[config.mk]
export PLATFORM = sky130hd
export DESIGN_NAME = pipelined_addsub
export DESIGN_NICKNAME = d
export VERILOG_FILES = /design/src/rtl/pipelined_addsub_pkg.sv /design/src/rtl/addsub_slice.sv /design/src/rtl/pipelined_addsub.sv
export SDC_FILE = /design/constraint.sdc
export NUM_CORES = 1
export LEC_CHECK = 0
export CORE_MARGIN = 2
export CORE_UTILIZATION = 36
export CTS_CLUSTER_SIZE = 16
export DETAILED_ROUTE_END_ITERATION = 8
export SYNTH_ARGS = -nofsm -noshare
export SYNTH_HDL_FRONTEND = slang
export SYNTH_SLANG_ARGS = --single-unit
[constraint.sdc]
create_clock -name clk -period 18.2 [get_ports clk]
set_input_delay 5.46 -clock clk [delete_from_list [all_inputs] [get_ports clk]]
set_output_delay 5.46 -clock clk [all_outputs]
set_load 0.1 [all_outputs]
[src/rtl/pipelined_addsub_pkg.sv]
`default_nettype none
// ============================================================================
// Module   : pipelined_addsub_pkg
// Purpose  : Shared helpers for the pipelined adder/subtractor.
// Revision : 1.0  initial release
// ============================================================================
package pipelined_addsub_pkg;

    // Subtract is a + ~b + 1, so the borrow-in flips the entry carry.
    function automatic logic slice0_carry(input logic c_in, input logic sub);
        return c_in ^ sub;
    endfunction

    function automatic bit stages_legal(input int width, input int stages);
        return (width >= 1) && (stages >= 1) && (stages <= width) &&
               ((width % stages) == 0);
    endfunction

endpackage
`default_nettype wire

[src/rtl/addsub_slice.sv]
`default_nettype none
// ============================================================================
// Module   : addsub_slice
// Purpose  : Combinational SLICE-bit ripple-carry chain of full adders.
// Revision : 1.0  initial release
// ============================================================================
module addsub_slice
    import pipelined_addsub_pkg::*;
#(
    parameter int SLICE = 8
) (
    input  logic [SLICE-1:0] a,
    input  logic [SLICE-1:0] b,
    input  logic             cin,
    output logic [SLICE-1:0] s,
    output logic             cout,
    output logic             cmsb
);

    logic [SLICE:0] w_c;

    assign w_c[0] = cin;

    for (genvar i = 0; i < SLICE; i++) begin : g_bit
        assign s[i]       = a[i] ^ b[i] ^ w_c[i];
        assign w_c[i + 1] = (a[i] & b[i]) | (w_c[i] & (a[i] ^ b[i]));
    end

    assign cout = w_c[SLICE];
    assign cmsb = w_c[SLICE-1];

endmodule
`default_nettype wire

[src/rtl/pipelined_addsub.sv]
`default_nettype none
// ============================================================================
// Module   : pipelined_addsub
// Purpose  : Pipelined ripple-carry adder/subtractor, one slice per stage,
//            with a valid/ready stream interface and a global stall.
// Revision : 1.0  initial release
// ============================================================================
module pipelined_addsub
    import pipelined_addsub_pkg::*;
#(
    parameter int WIDTH  = 32,
    parameter int STAGES = 4
) (
    input  logic             clk,
    input  logic             rst,
    input  logic             in_valid,
    output logic             in_ready,
    input  logic [WIDTH-1:0] a,
    input  logic [WIDTH-1:0] b,
    input  logic             sub,
    input  logic             c_in,
    output logic             out_valid,
    input  logic             out_ready,
    output logic [WIDTH-1:0] sum,
    output logic             c_out,
    output logic             ovf
);

    localparam int c_slice = WIDTH / STAGES;

    if (!stages_legal(WIDTH, STAGES)) begin : g_param_check
        $error("pipelined_addsub: STAGES must be in 1..WIDTH and divide WIDTH");
    end

    logic             w_en;
    logic             w_fin_v;
    logic [WIDTH-1:0] w_fin_sum;
    logic             w_fin_cout;
    logic             w_fin_ovf;

    logic             r_out_valid;
    logic [WIDTH-1:0] r_sum;
    logic             r_cout;
    logic             r_ovf;

    assign w_en     = out_ready | ~r_out_valid;
    assign in_ready = w_en;

    // r_acc holds finished sum slices below slice k and untouched A above it;
    // r_b keeps only the B slices not yet consumed, so it narrows per stage.
    for (genvar k = 0; k < STAGES; k++) begin : g_stage
        localparam int c_rem = WIDTH - k * c_slice;

        logic               r_v;
        logic               r_c;
        logic [WIDTH-1:0]   r_acc;
        logic [c_rem-1:0]   r_b;
        logic [c_slice-1:0] w_s;
        logic               w_cout;
        logic               w_cmsb;
        logic [WIDTH-1:0]   w_acc_next;

        addsub_slice #(
            .SLICE (c_slice)
        ) u_slice (
            .a    (r_acc[k*c_slice +: c_slice]),
            .b    (r_b[c_slice-1:0]),
            .cin  (r_c),
            .s    (w_s),
            .cout (w_cout),
            .cmsb (w_cmsb)
        );

        always_comb begin
            w_acc_next                       = r_acc;
            w_acc_next[k*c_slice +: c_slice] = w_s;
        end

        if (k == 0) begin : g_entry
            always_ff @(posedge clk) begin
                if (rst) begin
                    r_v <= 1'b0;
                end else if (w_en) begin
                    r_v   <= in_valid;
                    r_acc <= a;
                    r_b   <= sub ? ~b : b;
                    r_c   <= slice0_carry(c_in, sub);
                end
            end
        end else begin : g_next
            always_ff @(posedge clk) begin
                if (rst) begin
                    r_v <= 1'b0;
                end else if (w_en) begin
                    r_v   <= g_stage[k-1].r_v;
                    r_acc <= g_stage[k-1].w_acc_next;
                    r_b   <= g_stage[k-1].r_b[WIDTH-(k-1)*c_slice-1:c_slice];
                    r_c   <= g_stage[k-1].w_cout;
                end
            end
        end

        if (k == STAGES - 1) begin : g_last
            assign w_fin_v    = r_v;
            assign w_fin_sum  = w_acc_next;
            assign w_fin_cout = w_cout;
            assign w_fin_ovf  = w_cout ^ w_cmsb;
        end else begin : g_mid
            // Only the top slice feeds the overflow flag.
            logic w_unused;
            assign w_unused = w_cmsb;
        end
    end

    always_ff @(posedge clk) begin
        if (rst) begin
            r_out_valid <= 1'b0;
            r_sum       <= '0;
            r_cout      <= 1'b0;
            r_ovf       <= 1'b0;
        end else if (w_en) begin
            r_out_valid <= w_fin_v;
            if (w_fin_v) begin
                r_sum  <= w_fin_sum;
                r_cout <= w_fin_cout;
                r_ovf  <= w_fin_ovf;
            end
        end
    end

    assign out_valid = r_out_valid;
    assign sum       = r_sum;
    assign c_out     = r_cout;
    assign ovf       = r_ovf;

endmodule
`default_nettype wire

# Word level (Yosys, flattened, before mapping)
# Index checks and enable logic that the tools add are counted.
dict set report totals {
  reg_bits 251
  input_bits 70
  elab_cells 189
}
dict set report classes {
  n_mux 1
  n_bitwise 166
  reduce_logical 2
}
# operator n
set ops {}
lappend ops {{$xor A1 B1 Y1} 66}
lappend ops {{$and A1 B1 Y1} 64}
lappend ops {{$or A1 B1 Y1} 33}
lappend ops {{$mux W32} 1}
lappend ops {{$not A32 Y32} 1}
lappend ops {{$reduce_and A2 Y1} 2}
lappend ops {{$not A1 Y1} 2}

# Depth between registers and ports, before layout
# Gate-level depths: netlist of the first run.
dict set report logic_depth {
  ltp_word 18
  depth_mapped 14
  depth_no_buf 14
}

# Cells and area by module
# A second synthesis of the first run with hierarchy kept.
dict set report unflattened {
  cells_unflattened 498
  hier_area_um2 9136.3
}
# mod n_inst cells_each area_each_um2 seq_area_each_um2
set modules_own_cells {}
lappend modules_own_cells {pipelined_addsub 1 426 8345.5 7146.9}
lappend modules_own_cells {addsub_slice 4 18 197.7 0.0}

# Worst setup path after synthesis of the first run
# No wires, ideal clock.
dict set report synth_timing {
  path_type {input to register}
  from {in out_ready}
  to {reg g_stage[0].r_acc[0] (enable)}
  setup_time_ps 792
  arrival_time_ps 14616
  path_slack_ps 2793
  cell_stages 4
  cell_sequence {nor2b_4 -> buf_6 -> buf_6 -> nor2_1}
}
dict set report synth_between {
  elab_chain_cells 2
}
# item line
set synth_lines {}
lappend synth_lines {{start, declared} pipelined_addsub.sv:23} ;# input logic out_ready,
lappend synth_lines {{$or A1 B1 Y1} pipelined_addsub.sv:46} ;# assign w_en = out_ready | ~r_out_valid;
lappend synth_lines {{$reduce_and A2 Y1 (no source line)} --}
lappend synth_lines {{end signal, assigned} pipelined_addsub.sv:85} ;# r_acc <= a;
lappend synth_lines {{end, declared} pipelined_addsub.sv:56} ;# logic [WIDTH-1:0] r_acc;
# No other way between the ends.
# A chain may end at the register's enable or synchronous reset.

# Worst setup path after layout of the first run
dict set report layout_timing {
  from {in out_ready}
  to {out in_ready}
}
dict set report layout_between {
  elab_chain_cells 1
}
# item line
set layout_lines {}
lappend layout_lines {{$or A1 B1 Y1} pipelined_addsub.sv:46}
lappend layout_lines {{end, declared} pipelined_addsub.sv:17} ;# output logic in_ready,
# No other way between the ends.

==> results of run 1 <==
-- registers in the layout, indices dropped and copies added, names as in the netlist --
| signal | cells |
|---|---|
| sum | 32 |
| g_stage.r_c | 4 |
| g_stage.r_v | 4 |
| g_stage.r_b | 80 |
| ovf | 1 |
| out_valid | 1 |
| c_out | 1 |
| g_stage.r_acc | 128 |
-- path summary, 6_finish.rpt --
path	cells past startpoint	from	end
worst min-delay path	0	g_stage[0].r_b[22]	g_stage[1].r_b[14]
worst max register to register	12	g_stage[3].r_c	sum[31]
worst max-delay path	5	out_ready	in_ready
worst min register to register	0	g_stage[0].r_b[22]	g_stage[1].r_b[14]
-- layout by cell type, fill, tap and decap left out, drive strengths merged --
cell type and instances:
edfxtp 212, clkdlybuf4s50 103, inv 41, a21oi 39, dfxtp 39, xor2 33, fa 32, nand3 31
o21ai 31, clkbuf 27, clkinv 9, nand2 8, buf 7, clkinvlp 5, a211oi 3, bufinv 2
nor2 2, nor2b 1, xnor2 1
-- per-layer routing --
layer  GRT usage  vias up  share of wire  wire length (um)
met5           0        -              0                 0
li1            -     1997              -                 -
met4      0.0370        0          0.026               348
met2       0.177      109           0.51              6710
met3      0.0240       24          0.058               760
met1       0.124     1951           0.41              5350
-- where the power goes --
group / switching (mW) / internal, mW / total [mW]
combinational: 0.0398 / 0.0293 / 0.0691
sequential: 0.0124 / 0.674 / 0.686
clock: 0.208 / 0.282 / 0.490
-- layout make-up --
| cell class | instances | area share |
|---|---|---|
| tap | 324 | 0.0364 |
| clock inverter | 18 | 0.0144 |
| clock buffer | 27 | 0.0569 |
| multi-input combinational | 181 | 0.140 |
| inverter | 39 | 0.0132 |
| sequential | 251 | 0.642 |
| timing repair buffer | 110 | 0.0969 |
-- worst max-delay path: stages --
cell and delay, ps:
sky130_fd_sc_hd__clkdlybuf4s50_1 500, sky130_fd_sc_hd__nor2b_4 40, sky130_fd_sc_hd__buf_4 260, sky130_fd_sc_hd__inv_2 600, sky130_fd_sc_hd__clkdlybuf4s50_1 1260
-- stage by stage --
step / hold slack [ps] / instance area, um^2 / std cells
floorplan: 400 / 9010 / 494
global placement: 404 / 10300 / 905
detailed placement: 405 / 10300 / 905
CTS: 415 / 11100 / 950
global route: 423 / 11100 / 950
finish: 418 / 11100 / 950
-- logic make-up after synthesis --
family | synth area share
AO/OA/AOI/OAI | 0.0447
AND/OR/NAND/NOR | 0.0229
buffers and inverters | 0.0349
flip-flops | 0.793
adder cells (fa/ha/maj) | 0.0711
XOR/XNOR | 0.0331
==> PnR_summary.wiki, run 1 <==
{| class="wikitable"
! Metric !! Value
|-
| Top cell type's share of synthesized area || 0.707
|-
| Number of buffers created by CTS || 25
|-
| ANT nets after route || 0
|-
| Max FO, Critical Path || 40
|-
| Post-CTS setup buffer count || 0
|-
| Routability congestion estimate from global placement || 0.768
|-
| Worst setup EP type || output pin
|-
| RSZ-0062 raised after global routing || no
|-
| Layout cells sized above 1 || 0.0942
|-
| Final count of negative-setup-slack endpoints || 0
|-
| Max capacitance violation total || 0
|-
| PwrDens || 112 mW/mm^2
|-
| Deepest level of the CTS H-tree || 1
|-
| Unique masters post-synth || 21
|-
| Violation count after the first detailed-routing iteration || 271
|-
| Post-Syn Nets || 596
|-
| Post-synthesis cell count || 494
|-
| Measured slew at the worst slew-check pin || 1100 ps
|-
| Clock buffer depth || 3
|-
| Std-Cell Rows || 57
|-
| Vias per std cell || 4.30
|-
| Global-route usage over all layers || 0.102
|-
| Post-synthesis cell type with the largest combined area || sky130_fd_sc_hd__edfxtp_1
|-
| Boundary Pins || 106
|-
| Static Leakage || 3.86 nW
|-
| Post-Synthesis Cell Area || 0.00901 mm^2
|-
| Worst Path Class, Setup || in -> out
|-
| Worst R2R Setup Slack || 14210 ps
|-
| Clk root buf || sky130_fd_sc_hd__clkbuf_16
|-
| Share of the cycle needed by the critical path after routing || 0.748
|-
| Worst hold path class || reg -> reg
|-
| Register area || 0.00715 mm^2
|-
| Detailed-routing iteration count for the pre-antenna-repair pass || 4
|-
| Horizontal die dimension || 162 um
|-
| Number of enable-type register cells in the synthesized netlist || 212
|-
| Per-cell routed wire length || 13.9 um
|-
| Final core occ || 0.455
|-
| Final Max Slew Viols || 0
|-
| DP Wirelength || 8450 um
|-
| Total design power || 1.25 mW
|-
| Max Clk Rate || 73.5 MHz
|-
| Total die area || 0.0263 mm^2
|-
| Post-cts hold buffer count || 0
|-
| PnR worst setup slack || 4590 ps
|-
| Final clock skew || 9.47 ps
|-
| List of most frequent post-synthesis cells || sky130_fd_sc_hd__edfxtp_1, sky130_fd_sc_hd__a21oi_1, sky130_fd_sc_hd__dfxtp_1
|-
| Post-placement worst setup slack || 4620 ps
|-
| Avg Cell Area, Syn || 18.2 um^2
|-
| Most common cell in the netlist || sky130_fd_sc_hd__edfxtp_1
|-
| Vias in the first global route || 4339
|-
| Part of the Yosys area used for sequential elements || 0.793
|-
| Min Tclk post-route || 13610 ps
|-
| Combined area of the multi-input logic cells || 0.00156 mm^2
|-
| CTS tree || yes
|-
| Run status || complete, no violations
|-
| Starting utilization of the core area || 0.368
|-
| Layout area overhead || 23.5%
|-
| Largest net degree at the start of global routing || 96
|-
| Most common flop cell mapped by yosys || sky130_fd_sc_hd__edfxtp_1
|-
| Clock-pin transition on the worst setup and hold timing paths || 60 ps
|-
| Diodes inserted || 0
|-
| Die outline height || 162 um
|-
| Share of synthesized registers carrying an async set or reset || 0
|-
| Residual DRC || 0
|-
| Grt total ovfl || 0
|-
| Final-report hold violation count || 0
|-
| Post-CTS sizing || 0
|-
| Max-Slew Margin vs Limit || 0.266
|-
| Final wirelength || 13200 um
|-
| Antenna violations before repair || 0
|-
| Startpoint kind of the worst setup timing path || input pin
|-
| Port Buffers || 105
|-
| Fill cell instance count of the final layout || 2082
|-
| Detailed-route via count || 4081
|-
| Arrival time at the worst endpoint || 8150 ps
|-
| Clock latency reported for the late side of the worst-skew pair || 510 ps
|-
| Aggregate negative setup slack || 0 ps
|-
| Biggest area contributors in the synthesized netlist || sky130_fd_sc_hd__edfxtp_1, sky130_fd_sc_hd__dfxtp_1, sky130_fd_sc_hd__fa_1, sky130_fd_sc_hd__xor2_1, sky130_fd_sc_hd__a21oi_1
|-
| Maximum resistive drop on vdd || 0.0531 mV
|-
| Critical path required time || 12740 ps
|-
| Nets@finish || 710
|-
| Clock sink count || 251
|-
| Placeable Area || 0.0245 mm^2
|-
| First-pass GRT wire length || 21200 um
|-
| Synthesis Warnings || 0
|-
| Count of state elements after synthesis || 251
|}
Power figures use the tool's default switching activity.
==> run 2, diff against run 1 <==
==> constraint.sdc (replaced) <==
create_clock -name clk -period 11.08 [get_ports clk]
set_input_delay 3.324 -clock clk [delete_from_list [all_inputs] [get_ports clk]]
set_output_delay 3.324 -clock clk [all_outputs]
set_load 0.1 [all_outputs]
==> PnR_summary.wiki, run 2 (synthesized netlist as in run 1, its figures left out) <==
{| class="wikitable"
! Metric !! Value
|-
| Die outline height || 162 um (unchanged)
|-
| Antenna violations before repair || 0 (unchanged)
|-
| Clk root buf || sky130_fd_sc_hd__clkbuf_16
|-
| Share of the cycle needed by the critical path after routing || 0.841
|-
| Clock-pin transition on the worst setup and hold timing paths || 60 ps (about the same)
|-
| Residual DRC || 0 (unchanged)
|-
| CTS tree || yes
|-
| PnR worst setup slack || 1760 ps (-2830 ps)
|-
| Maximum resistive drop on vdd || 0.0865 mV (+63%)
|-
| Final wirelength || 13400 um (+1.7%)
|-
| Final Max Slew Viols || 0 (unchanged)
|-
| Logic depth of the worst register-to-register path || 12 (unchanged)
|-
| Fill cell instance count of the final layout || 2107 (+1.2%)
|-
| Layout Cell Area excl Fill || 0.0112 mm^2 (+0.27%)
|-
| Max Clk Rate || 107 MHz
|-
| Measured slew at the worst slew-check pin || 1120 ps (+21.7 ps)
|-
| Horizontal die dimension || 162 um (unchanged)
|-
| Boundary Pins || 106 (unchanged)
|-
| Total design power || 2.08 mW (+67%)
|-
| Final core occ || 0.456 (+0.00123)
|-
| RSZ-0062 raised after global routing || no
|-
| Starting utilization of the core area || 0.368 (unchanged)
|-
| Vias in the first global route || 4326 (-0.30%)
|-
| Final count of negative-setup-slack endpoints || 0 (unchanged)
|-
| Worst hold path class || reg -> reg
|-
| Startpoint of the worst-slack reg-to-reg timing path || g_stage[3].r_c
|-
| Combined area of the multi-input logic cells || 0.00156 mm^2 (unchanged)
|-
| Post-placement worst setup slack || 1750 ps (-2870 ps)
|-
| Layout area overhead || 23.8%
|-
| Total die area || 0.0263 mm^2 (unchanged)
|-
| Post-cts hold buffer count || 0 (unchanged)
|-
| Aggregate negative setup slack || 0 ps (unchanged)
|-
| Grt total ovfl || 0 (unchanged)
|-
| Critical path required time || 7760 ps (-4980 ps)
|-
| Final-report hold violation count || 0 (unchanged)
|-
| Run status || complete, no violations
|-
| Vias per std cell || 4.35 (+1.3%)
|-
| Clock buffer depth || 3 (unchanged)
|-
| Std-Cell Rows || 57 (unchanged)
|-
| Timing endpoint of the critical path || in_ready
|-
| Startpoint kind of the worst setup timing path || input pin
|-
| Detailed-route via count || 4126 (+1.1%)
|-
| Critical Path Source || out_ready
|-
| ANT nets after route || 0 (unchanged)
|-
| Post-CTS sizing || 0 (unchanged)
|-
| Tightest hold margin || 412 ps (-5.45 ps)
|-
| DP Wirelength || 8660 um (+2.5%)
|-
| Min Tclk post-route || 9320 ps
|-
| Largest register FFs || 128 (unchanged)
|-
| Static Leakage || 3.88 nW (+0.65%)
|-
| Placeable Area || 0.0245 mm^2 (unchanged)
|-
| Worst R2R Setup Slack || 7090 ps (-7120 ps)
|-
| Post-placement cell count || 905 (unchanged)
|-
| Clock sink count || 251 (unchanged)
|-
| Total placed instance area || 0.0103 mm^2 (unchanged)
|-
| Register with the most flip-flops || g_stage.r_acc
|-
| Post-CTS setup buffer count || 0 (unchanged)
|-
| Final clock skew || 9.58 ps (+0.111 ps)
|-
| Layout cells sized above 1 || 0.0929 (-0.00130)
|-
| Worst setup EP type || output pin
|-
| Largest net degree at the start of global routing || 71 (-26%)
|-
| Arrival time at the worst endpoint || 5990 ps (-2160 ps)
|-
| Clock latency reported for the late side of the worst-skew pair || 510 ps (about the same)
|-
| Filler-free cell count of the finished design || 948 (-0.21%)
|-
| Diodes inserted || 0 (unchanged)
|-
| Top library cells by usage in the layout, fill and taps aside || sky130_fd_sc_hd__edfxtp_1, sky130_fd_sc_hd__clkdlybuf4s50_1, sky130_fd_sc_hd__a21oi_1, sky130_fd_sc_hd__dfxtp_1, sky130_fd_sc_hd__inv_1
|-
| Deepest level of the CTS H-tree || 1 (unchanged)
|-
| Per-cell routed wire length || 14.1 um (+1.9%)
|-
| Number of buffers created by CTS || 25 (unchanged)
|-
| Reg2Reg Capture Point || sum[31]
|-
| Max capacitance violation total || 0 (unchanged)
|-
| Max FO, Critical Path || 40 (unchanged)
|-
| Violation count after the first detailed-routing iteration || 212 (-22%)
|-
| Port Buffers || 105 (unchanged)
|-
| PwrDens || 186 mW/mm^2 (+66%)
|-
| First-pass GRT wire length || 21500 um (+1.2%)
|-
| Max-Slew Margin vs Limit || 0.252 (-0.0140)
|-
| Leading cell type in the layout, fill and taps excluded || sky130_fd_sc_hd__edfxtp_1
|-
| Worst Path Class, Setup || in -> out
|-
| Detailed-routing iteration count for the pre-antenna-repair pass || 4 (unchanged)
|-
| Routability congestion estimate from global placement || 0.807 (+5.0%)
|-
| Nets@finish || 710 (unchanged)
|-
| Global-route usage over all layers || 0.103 (+0.00135)
|-
| Register area || 0.00715 mm^2 (unchanged)
|}
run 2: worst min path at each step:
| stage | from | slack [ps] | cells after the start | endpoint |
|---|---|---|---|---|
| 2_1_floorplan | g_stage[0].r_acc[10] | 400 | 0 | g_stage[1].r_acc[10] |
| 3_3_place_gp | g_stage[2].r_acc[30] | 400 | 0 | g_stage[3].r_acc[30] |
| 3_5_place_dp | g_stage[0].r_acc[22] | 400 | 0 | g_stage[1].r_acc[22] |
| 4_1_cts | g_stage[1].r_b[22] | 420 | 0 | g_stage[2].r_b[14] |
| 5_1_grt | g_stage[1].r_acc[6] | 420 | 0 | g_stage[2].r_acc[6] |
| 6_report | g_stage[1].r_b[22] | 410 | 0 | g_stage[2].r_b[14] |
run 2: per-layer routing:
layer,global-route usage,routed length [um],vias up,part of all wire
met5,0,0,-,0
met4,0.0523,651,0,0.049
met3,0.0260,721,39,0.054
met2,0.174,6590,104,0.49
met1,0.123,5430,1986,0.41
li1,-,-,1997,-
run 2: final cells by class:
class,count,share of cell area
clock buffers,28,0.0571
well taps,324,0.0363
flip-flops and latches,251,0.641
multi-input cells,181,0.139
clock inverters,15,0.0167
inverters,39,0.0131
repair buffers,110,0.0967
run 2: worst max-delay path, cell delays in order:
cell,delay [ps]
sky130_fd_sc_hd__clkdlybuf4s50_1,510
sky130_fd_sc_hd__nor2b_4,50
sky130_fd_sc_hd__buf_4,270
sky130_fd_sc_hd__inv_2,580
sky130_fd_sc_hd__clkdlybuf4s50_1,1260
run 2: report_power, final:
part / internal, mW / switching, mW
clock network: 0.506 / 0.328
registers: 1.11 / 0.0207
logic: 0.0489 / 0.0668
==> run 3, diff against run 2 <==
==> constraint.sdc (replaced) <==
create_clock -name clk -period 7.9 [get_ports clk]
set_input_delay 2.37 -clock clk [delete_from_list [all_inputs] [get_ports clk]]
set_output_delay 2.37 -clock clk [all_outputs]
set_load 0.1 [all_outputs]
==> PnR_summary.wiki, run 3 (synthesized netlist as in run 1, its figures left out) <==
{| class="wikitable"
! Metric !! Value
|-
| Clk root buf || sky130_fd_sc_hd__clkbuf_16
|-
| Deepest level of the CTS H-tree || 1 (unchanged)
|-
| Largest register FFs || 128 (unchanged)
|-
| Placeable Area || 0.0245 mm^2 (unchanged)
|-
| ANT nets after route || 0 (unchanged)
|-
| Top library cells by usage in the layout, fill and taps aside || sky130_fd_sc_hd__edfxtp_1, sky130_fd_sc_hd__clkdlybuf4s50_1, sky130_fd_sc_hd__a21oi_1, sky130_fd_sc_hd__dfxtp_1, sky130_fd_sc_hd__inv_1
|-
| Violation count after the first detailed-routing iteration || 205 (-3.3%)
|-
| Diodes inserted || 0 (unchanged)
|-
| Leading cell type in the layout, fill and taps excluded || sky130_fd_sc_hd__edfxtp_1
|-
| Clock buffer depth || 3 (unchanged)
|-
| Vias in the first global route || 4368 (+0.97%)
|-
| Layout cells sized above 1 || 0.0876 (-0.00537)
|-
| Clock-pin transition on the worst setup and hold timing paths || 60 ps (about the same)
|-
| Max capacitance violation total || 0 (unchanged)
|-
| Min Tclk post-route || 6260 ps
|-
| Worst hold path class || reg -> reg
|-
| Static Leakage || 3.91 nW (+0.60%)
|-
| Worst R2R Setup Slack || 3860 ps (-3230 ps)
|-
| Routability congestion estimate from global placement || 0.803 (-0.46%)
|-
| Worst Path Class, Setup || in -> out
|-
| Global routing usage on met1 || 0.125 (+0.00184)
|-
| PwrDens || 266 mW/mm^2 (+43%)
|-
| Nets@finish || 710 (unchanged)
|-
| First-pass GRT wire length || 21700 um (+0.93%)
|-
| Met2 layer usage reported by global route || 0.177 (+0.00309)
|-
| Starting utilization of the core area || 0.368 (unchanged)
|-
| Number of buffers created by CTS || 27 (+8.0%)
|-
| Layout area overhead || 24.7%
|-
| Vias per std cell || 4.32 (-0.73%)
|-
| Post-CTS setup buffer count || 0 (unchanged)
|-
| Post-cts hold buffer count || 0 (unchanged)
|-
| Total die area || 0.0263 mm^2 (unchanged)
|-
| Final Max Slew Viols || 0 (unchanged)
|-
| Boundary Pins || 106 (unchanged)
|-
| Post-CTS sizing || 0 (unchanged)
|-
| Final clock skew || 10.1 ps (+0.484 ps)
|-
| Arrival time at the worst endpoint || 3890 ps (-2100 ps)
|-
| Max-Slew Margin vs Limit || 0.264 (+0.0114)
|-
| Final wirelength || 13400 um (-0.13%)
|-
| DP Wirelength || 8380 um (-3.3%)
|-
| Worst setup EP type || output pin
|-
| Largest net degree at the start of global routing || 195 (+170%)
|-
| Maximum resistive drop on vdd || 0.138 mV (+60%)
|-
| Global-route usage over all layers || 0.103 (+0.000221)
|-
| Post-placement cell count || 903 (-0.22%)
|-
| M3 GR Usage || 0.0237 (-0.00230)
|-
| Clock sink count || 251 (unchanged)
|-
| Std-Cell Rows || 57 (unchanged)
|-
| Die outline height || 162 um (unchanged)
|-
| Startpoint kind of the worst setup timing path || input pin
|-
| Total design power || 2.99 mW (+44%)
|-
| Most used routing layer in global routing || met2
|-
| Register with the most flip-flops || g_stage.r_acc
|-
| Detailed-routing iteration count for the pre-antenna-repair pass || 4 (unchanged)
|-
| RSZ-0062 raised after global routing || no
|-
| Antenna violations before repair || 0 (unchanged)
|-
| Detailed-route via count || 4113 (-0.32%)
|-
| CTS tree || yes
|-
| Max Clk Rate || 160 MHz
|-
| Share of the cycle needed by the critical path after routing || 0.792
|-
| Per-cell routed wire length || 14.1 um (-0.55%)
|-
| Final count of negative-setup-slack endpoints || 0 (unchanged)
|-
| Residual DRC || 0 (unchanged)
|-
| Max FO, Critical Path || 40 (unchanged)
|-
| Grt total ovfl || 0 (unchanged)
|-
| Critical path required time || 5530 ps (-2230 ps)
|-
| Horizontal die dimension || 162 um (unchanged)
|-
| Port Buffers || 105 (unchanged)
|-
| Filler-free cell count of the finished design || 952 (+0.42%)
|-
| Final-report hold violation count || 0 (unchanged)
|-
| Aggregate negative setup slack || 0 ps (unchanged)
|-
| Run status || complete, no violations
|-
| Measured slew at the worst slew-check pin || 1100 ps (-14.5 ps)
|-
| Clock latency reported for the late side of the worst-skew pair || 510 ps (about the same)
|}
run 3: changes by cell type in the layout (fill, tap and decap cells not counted), sizes merged:
| cell | delta |
|---|---|
| clkbuf | +10 |
| inv | -1 |
| buf | -1 |
| clkdlybuf4s50 | -1 |
| clkinv | -3 |
run 3: layout make-up:
cell class,count,area [um^2]
timing repair buffer,108,1070
multi-input combinational,181,1560
sequential,251,7150
clock inverter,11,155
inverter,39,146
fill,2128,13200
tap,324,405
clock buffer,38,747
run 3: path summary, 6_finish.rpt:
kind	startpoint	end	cells after the start
worst min register to register	g_stage[1].r_acc[17]	g_stage[2].r_acc[17]	0
worst min-delay path	g_stage[1].r_acc[17]	g_stage[2].r_acc[17]	0
worst max-delay path	out_ready	in_ready	4
worst max register to register	g_stage[3].r_c	sum[31]	12
run 3: layer usage:
metal	wire, um	vias up	share of wire
li1	-	2004	-
met1	5460	1981	0.41
met2	6790	95	0.51
met3	682	33	0.051
met4	452	0	0.034
met5	0	-	0
run 3: critical path: stages:
cell                              delay (ps)
sky130_fd_sc_hd__clkdlybuf4s50_1         520
sky130_fd_sc_hd__nor2b_4                  60
sky130_fd_sc_hd__inv_2                   520
sky130_fd_sc_hd__buf_4                   410
run 3: power breakdown:
group | total (mW) | internal [mW] | switching, mW
sequential | 1.58 | 1.55 | 0.0283
combinational | 0.162 | 0.0684 | 0.0933
clock | 1.25 | 0.785 | 0.463
total | 2.99 | 2.41 | 0.585
run 3: metrics by stage:
step	setup slack [ps]	hold WS [ps]	utilization	area (um^2)
CTS	1620	414	0.459	11200
global placement	1670	402	0.422	10300
global route	1570	418	0.459	11200
floorplan	1700	400	-	9020
finish	1640	410	0.459	11200
detailed placement	1630	405	0.422	10300
